**src/rtl/sensor_adc_sequencer.sv**
```systemverilog
// Measurement sequencer: powers the sensor/ADC, waits a settle time, strobes
// 2^NUM_SAMPLES_LOG2 conversions and returns their truncated average.
module sensor_adc_sequencer #(
  parameter int ADC_WIDTH        = 16,
  parameter int NUM_SAMPLES_LOG2 = 2,
  parameter int SETTLE_TICKS     = 64,
  parameter int TIMEOUT_TICKS    = 4096
) (
  input  logic                 clk,
  input  logic                 rst,
  input  logic                 start,
  input  logic                 abort,
  input  logic [2:0]           config_in,
  output logic                 busy,
  output logic                 done,
  output logic [ADC_WIDTH-1:0] result,
  output logic                 timeout_err,
  output logic [2:0]           sens_config,
  output logic                 sens_enable,
  output logic                 sens_read,
  output logic                 adc_enable,
  output logic                 adc_read,
  input  logic                 adc_conversion_complete,
  input  logic [ADC_WIDTH-1:0] adc_value
);

  localparam int SW  = (NUM_SAMPLES_LOG2 > 0) ? NUM_SAMPLES_LOG2 : 1;
  localparam int AW  = ADC_WIDTH + NUM_SAMPLES_LOG2;
  localparam int STW = $clog2(SETTLE_TICKS + 1);
  localparam int TW  = $clog2(TIMEOUT_TICKS + 1);
  localparam logic [SW-1:0]  LAST_SAMPLE  = SW'((1 << NUM_SAMPLES_LOG2) - 1);
  localparam logic [STW-1:0] SETTLE_LOAD  = STW'(SETTLE_TICKS - 1);
  localparam logic [TW-1:0]  TIMEOUT_LOAD = TW'(TIMEOUT_TICKS - 1);

  typedef enum logic [2:0] {IDLE, SETTLE, CONVERT, WAIT, DONE} state_t;

  state_t state, state_next;

  logic [STW-1:0]       settle_cnt, settle_cnt_d;
  logic [TW-1:0]        tmo_cnt, tmo_cnt_d;
  logic [SW-1:0]        samp_cnt, samp_cnt_d;
  logic [AW-1:0]        acc, acc_d, acc_sum;
  logic [ADC_WIDTH-1:0] result_d;
  logic                 timeout_err_d;
  logic [2:0]           sens_config_d;
  logic                 busy_d, done_d, enable_d, read_d;

  assign acc_sum = acc + AW'(adc_value);

  always_ff @(posedge clk) begin
    if (rst) state <= IDLE;
    else     state <= state_next;
  end

  // Abort outranks everything once a sequence is running; in IDLE it only masks start.
  always_comb begin
    state_next = state;
    if (state != IDLE && abort) begin
      state_next = IDLE;
    end else begin
      case (state)
        IDLE:    if (start && !abort) state_next = SETTLE;
        SETTLE:  if (settle_cnt == '0) state_next = CONVERT;
        CONVERT: state_next = WAIT;
        WAIT: begin
          if (adc_conversion_complete)
            state_next = (samp_cnt == LAST_SAMPLE) ? DONE : CONVERT;
          else if (tmo_cnt == TW'(1))
            state_next = DONE;
        end
        DONE:    state_next = IDLE;
        default: state_next = IDLE;
      endcase
    end
  end

  // Output values are derived from the next state so every output leaves a flop.
  always_comb begin
    settle_cnt_d  = settle_cnt;
    tmo_cnt_d     = tmo_cnt;
    samp_cnt_d    = samp_cnt;
    acc_d         = acc;
    result_d      = result;
    timeout_err_d = timeout_err;
    sens_config_d = sens_config;
    busy_d        = (state_next != IDLE);
    done_d        = (state_next == DONE);
    enable_d      = (state_next != IDLE);
    read_d        = (state_next == CONVERT);
    case (state)
      IDLE: begin
        if (state_next == SETTLE) begin
          sens_config_d = config_in;
          acc_d         = '0;
          samp_cnt_d    = '0;
          timeout_err_d = 1'b0;
          settle_cnt_d  = SETTLE_LOAD;
        end
      end
      SETTLE: begin
        if (settle_cnt != '0) settle_cnt_d = settle_cnt - STW'(1);
      end
      CONVERT: tmo_cnt_d = TIMEOUT_LOAD;
      WAIT: begin
        if (!abort) begin
          if (adc_conversion_complete) begin
            acc_d = acc_sum;
            if (samp_cnt == LAST_SAMPLE)
              result_d = ADC_WIDTH'(acc_sum >> NUM_SAMPLES_LOG2);
            else
              samp_cnt_d = samp_cnt + SW'(1);
          end else if (tmo_cnt == TW'(1)) begin
            timeout_err_d = 1'b1;
            result_d      = '0;
            tmo_cnt_d     = '0;
          end else begin
            tmo_cnt_d = tmo_cnt - TW'(1);
          end
        end
      end
      default: ;
    endcase
  end

  always_ff @(posedge clk) begin
    if (rst) begin
      settle_cnt  <= '0;
      tmo_cnt     <= '0;
      samp_cnt    <= '0;
      acc         <= '0;
      result      <= '0;
      timeout_err <= 1'b0;
      sens_config <= 3'b000;
      busy        <= 1'b0;
      done        <= 1'b0;
      sens_enable <= 1'b0;
      adc_enable  <= 1'b0;
      sens_read   <= 1'b0;
      adc_read    <= 1'b0;
    end else begin
      settle_cnt  <= settle_cnt_d;
      tmo_cnt     <= tmo_cnt_d;
      samp_cnt    <= samp_cnt_d;
      acc         <= acc_d;
      result      <= result_d;
      timeout_err <= timeout_err_d;
      sens_config <= sens_config_d;
      busy        <= busy_d;
      done        <= done_d;
      sens_enable <= enable_d;
      adc_enable  <= enable_d;
      sens_read   <= read_d;
      adc_read    <= read_d;
    end
  end

endmodule

```
**config.mk**
```make
export PLATFORM = sky130hd
export DESIGN_NAME = sensor_adc_sequencer
export DESIGN_NICKNAME = d
export VERILOG_FILES = /design/src/rtl/sensor_adc_sequencer.sv
export SDC_FILE = /design/constraint.sdc
export NUM_CORES = 1
export LEC_CHECK = 0
export ABC_CLOCK_PERIOD_IN_PS = 5430
export CAP_MARGIN = 20
export CORE_MARGIN = 8
export CORE_UTILIZATION = 55
export DETAILED_ROUTE_END_ITERATION = 12
export HOLD_SLACK_MARGIN = 0.05
export MAX_ROUTING_LAYER = met4
export PLACE_DENSITY = 0.8
export SYNTH_ARGS = -nofsm -noshare
export SYNTH_HDL_FRONTEND = slang
export SYNTH_SLANG_ARGS = --single-unit
export TNS_END_PERCENT = 30
```
**constraint.sdc**
```tcl
create_clock -name clk -period 5.43 [get_ports clk]
set_input_delay 1.086 -clock clk [delete_from_list [all_inputs] [get_ports clk]]
set_output_delay 1.086 -clock clk [all_outputs]
set_load 0.02 [all_outputs]
```
Yosys cells after proc, flatten, opt, wreduce, memory -nomap -nowiden
Cells that the tools add are included.

cells by class
  reduce and logical (&&, ||, !) cells = 19
  bitwise operators = 1
  mux-type cells = 31
  add/sub/neg operators = 4
  eq/ne operators = 16

operator list
  cell                     number
  $mux W18                 3
  $mux W16                 3
  $mux W13                 3
  $pmux W18 S2             1
  $pmux W13 S2             1
  $add A18 B16 Y18         1
  $mux W3                  6
  $mux W7                  2
  $ne A2 B2 Y1 const B     7
  $pmux W7 S2              1
  $eq A13 B1 Y1 const B    1
  $sub A13 B1 Y13 const B  1
  $pmux W3 S4              1
  $reduce_and A5 Y1        2
  $eq A3 B2 Y1 const B     3
  $mux W2                  4
  $reduce_and A4 Y1        2
  $reduce_bool A2 Y1       4
  $logic_not A7 Y1         1
  $reduce_bool A7 Y1       1
  $sub A7 B1 Y7 const B    1
  $eq A3 B1 Y1 const B     2
  $reduce_and A3 Y1        2
  $reduce_bool A3 Y1       2
  12 further kinds         16

word-level totals
  input port bits = 24
  logic and storage cells = 82
  output and inout port bits = 26
  register bits = 66

Longest topological paths before layout
  word-level depth = 8
  gate-level depth with buffers = 10
  depth with buffers taken out = 9

Least setup slack after synthesis
Ideal clock, no wire load.

  path kind = input-to-reg
  from = in adc_value[4]
  to = reg acc[17]
  buffers on the path = 0
  data required time = 5313 ps
  stages on the path = 8
  slack = 2409 ps
  setup time = 117 ps
  arrival time = 2904 ps
  path through = ha_1 nand2_1 or3b_2 a2111o_1 o211ai_1 and3_1 nand2_1 a32o_1

between the ends
  cells in the longest elaborated chain, start to end = 4

RTL lines
  item                    line  source
  start: declaration      24    input logic [ADC_WIDTH-1:0] adc_value
  $add A18 B16 Y18        48    assign acc_sum = acc + AW'(adc_value);
  $mux W18                106   if (adc_conversion_complete) begin
  $mux W18                105   if (!abort) begin
  $pmux W18 S2            90    case (state)
  end signal: assignment  130   acc <= '0;
  end signal: assignment  144   acc <= acc_d;
  end: declaration        42    logic [AW-1:0] acc, acc_d, acc_sum;

No other way between the ends. The select of a mux whose other input is x is not followed.
A chain may end at the register's enable or synchronous reset.

Final worst setup path
  from = in adc_value[7]
  to = reg result[14]

between the ends
  cells in the longest elaborated chain, start to end = 3

RTL lines
  item                    line  source
  $add A18 B16 Y18        48
  $mux W16                108   if (samp_cnt == LAST_SAMPLE)
  $mux W16                106
  end signal: assignment  145   result <= result_d;
  end: declaration        16    output logic [ADC_WIDTH-1:0] result,

No other way between the ends. The select of a mux whose other input is x is not followed.

==> impl_metrics.json <==
{
  "powerDensity_nw_per_um2": 306,
  "synth.largest_area_cell": "dfxtp_1",
  "synth_cells": 426,
  "clk_path_buf_depth": 2,
  "cts_repair_resize_count": 0,
  "required_ns": 5.68,
  "finalClockSkew_ns": 0.00889,
  "dr_total_vias": 3255,
  "ys_ff_latch": 66,
  "syn_nets": 472,
  "seq_power_share": 0.410,
  "die-width_microns": 95.9,
  "cts.root.buffer_cell": "clkbuf_8",
  "die_y_microns": 95.9,
  "finalHoldWorstSlack_ns": 0.457,
  "n_antenna_cell": 0,
  "path_clk_slew_ns": 0.07,
  "synth.most_common_cell": "dfxtp_1",
  "grt_pass1_wl_mm": 14.9,
  "worstMarginPinSlew_ns": 0.950,
  "cts_setup_buffers": 0,
  "post-route-util": 0.682,
  "rsz0062_at_grt": "false",
  "area_growth_syn_to_layout_pct": 21.9,
  "wirelength_mm": 8.82,
  "p_clk_frac": 0.393,
  "setup.worst_path.class": "in2reg",
  "io_pins": 50,
  "die-area_sq_um": 9200,
  "grt_pass1_vias": 3295,
  "use_met1": 0.231,
  "maxCapViolCount": 0,
  "met2_usage": 0.363,
  "startpoint_type": "input pin",
  "syn-cell-area_sq_um": 3510,
  "sw_frac_of_total": 0.275,
  "end_kind": "flip-flop",
  "post_route_cells_drive_above_1_share": 0.0570,
  "ir_drop_mv": 0.190,
  "rows": 29,
  "drt_iter0_markers": 150,
  "worst_slack_ns": 2.06,
  "fill_cells": 525,
  "post-route-period-util": 0.621,
  "clk_latency_ns": 0.35,
  "slew_headroom": 0.365,
  "regArea_sq_um": 1320,
  "grt.busiest_layer": "met2",
  "p_total_mw": 1.31,
  "ctsHoldBuffers": 0,
  "power_frac_comb": 0.196,
  "drc": 0,
  "portBuffers": 49,
  "detailedPlace.worstSlack_ns": 1.74,
  "gr-total-overflow": 0,
  "p_int_mw": 0.951,
  "power_switching_mw": 0.361,
  "multi_input_comb_area_sq_um": 2040,
  "dp_hpwl_mm": 6.41,
  "synth_async_sr_flop_share": 0,
  "yosys_warnings": 0,
  "synth_ff_type": "dfxtp_1",
  "syn_avg_cell_area_sq_um": 8.25,
  "yosysTopAreaCellShare": 0.376,
  "core_area_sq_um": 6280,
  "synth.area.top_cells": "dfxtp_1 38%, ha_1 7.5%, a21oi_1 6.3%, nor2_1 5.1%, nand2_1 4.3%",
  "start_util": 0.560,
  "cts_made_buffers": 9,
  "ys_types": 56,
  "synth_edf_count": 0,
  "cts_max_level": 3,
  "cp.arrival_ns": 3.62,
  "gp_congestion": 0.877,
  "finalMaxSlewViolations": 0,
  "netlist_top_cells_count": "66 x dfxtp_1, 48 x nor2_1, 44 x a21oi_1",
  "fin_crit_ns": 3.37,
  "grt_max_degree": 27,
  "dr.pass1.iters": 4,
  "routed_via_density": 5.91,
  "path_max_fanout": 6,
  "cts_tree": "built",
  "cts.sinks": 66,
  "yosysSeqAreaShare": 0.376,
  "setup_tns_ns": 0,
  "max_freq_ghz": 0.296,
  "antenna_found_initial": 0,
  "hold_viol_final": 0,
  "hold_path.class": "reg2reg",
  "nets": 515,
  "ant_nets": 0,
  "track_usage": 0.211,
  "outcome": "finished, final reports clean",
  "setup_viol": 0,
  "routedWlPerCell_microns": 16.0,
  "leakage_nw": 1.65,
  "use_met3": 0.0460
}
==> path summary, 6_finish.rpt <==
check                       from             end  slack (ns)  cells past startpoint
setup / recovery    adc_value[7]      result[14]        2.06                      9
hold / removal    sens_config[0]  sens_config[0]        0.46                      2
setup reg to reg      tmo_cnt[0]       result[3]        2.49                      7
hold reg to reg   sens_config[0]  sens_config[0]        0.46                      2
==> cells by family after synthesis <==
kind of cell | count (synthesis) | share of synthesized area
xor+xnor | 19 | 0.0474
fa+ha+maj | 22 | 0.0805
buf+inv | 37 | 0.0434
simple gates | 159 | 0.223
compound gates | 123 | 0.230
flops | 66 | 0.376
==> through the flow <==
step                instances  instance area [sq um]
floorplan                 426                   3510
global placement          535                   4030
detailed placement        535                   4030
CTS                       551                   4280
global route              551                   4280
finish                    551                   4280
==> cell type report <==
cell class                      count  area share
Sequential cell                    66       0.309
Clock inverter                      5      0.0234
Inverter                           18      0.0158
Clock buffer                       11      0.0354
Tap cell                           77      0.0225
Timing Repair Buffer               51       0.118
Multi-Input combinational cell    323       0.476
==> cell usage in the layout (no fill, tap or decap), drive strengths merged, types with 4 or more instances in the layout <==
cell type,instances
o21ai,17
nor3,21
inv,18
a21oi,44
nand2b,5
clkdlybuf4s50,49
nor2,48
xor2,7
nand3,13
or3,5
and3,4
ha,21
clkbuf,11
o21a,6
nand2,40
a22o,15
o22ai,4
dfxtp,66
and2,6
a31oi,7
xnor2,12
==> metal layers <==
metal | up-vias | share of wire
li1 | 1618 | -
met3 | 10 | 0.054
met1 | 1551 | 0.43
met5 | - | 0
met2 | 76 | 0.50
met4 | 0 | 0.014
==> critical path, stage by stage <==
cell and delay [ns]:
clkdlybuf4s50_1 0.40, ha_1 0.37, a21oi_1 0.26, nand2_1 0.11, a311oi_1 0.45, o21ai_0 0.28
a41oi_1 0.37, xnor2_1 0.11, a22o_1 0.17
==> power by group through the flow <==
stage | clock network (mW) | registers, mW | logic, mW
floorplan | 0 | 0.545 | 0.189
global placement | 0 | 0.547 | 0.249
detailed placement | 0 | 0.548 | 0.257
CTS | 0.524 | 0.538 | 0.258
global route | 0.546 | 0.542 | 0.287
finish | 0.516 | 0.538 | 0.258
==> registers in the layout (all words and copies together), names as in the netlist <==
signal,cells
adc_read,1
tmo_cnt,13
acc,18
settle_cnt,7
result,16
state,3
samp_cnt,2
adc_enable,1
timeout_err,1
sens_config,3
done,1
(Power assumes the default switching activity.)
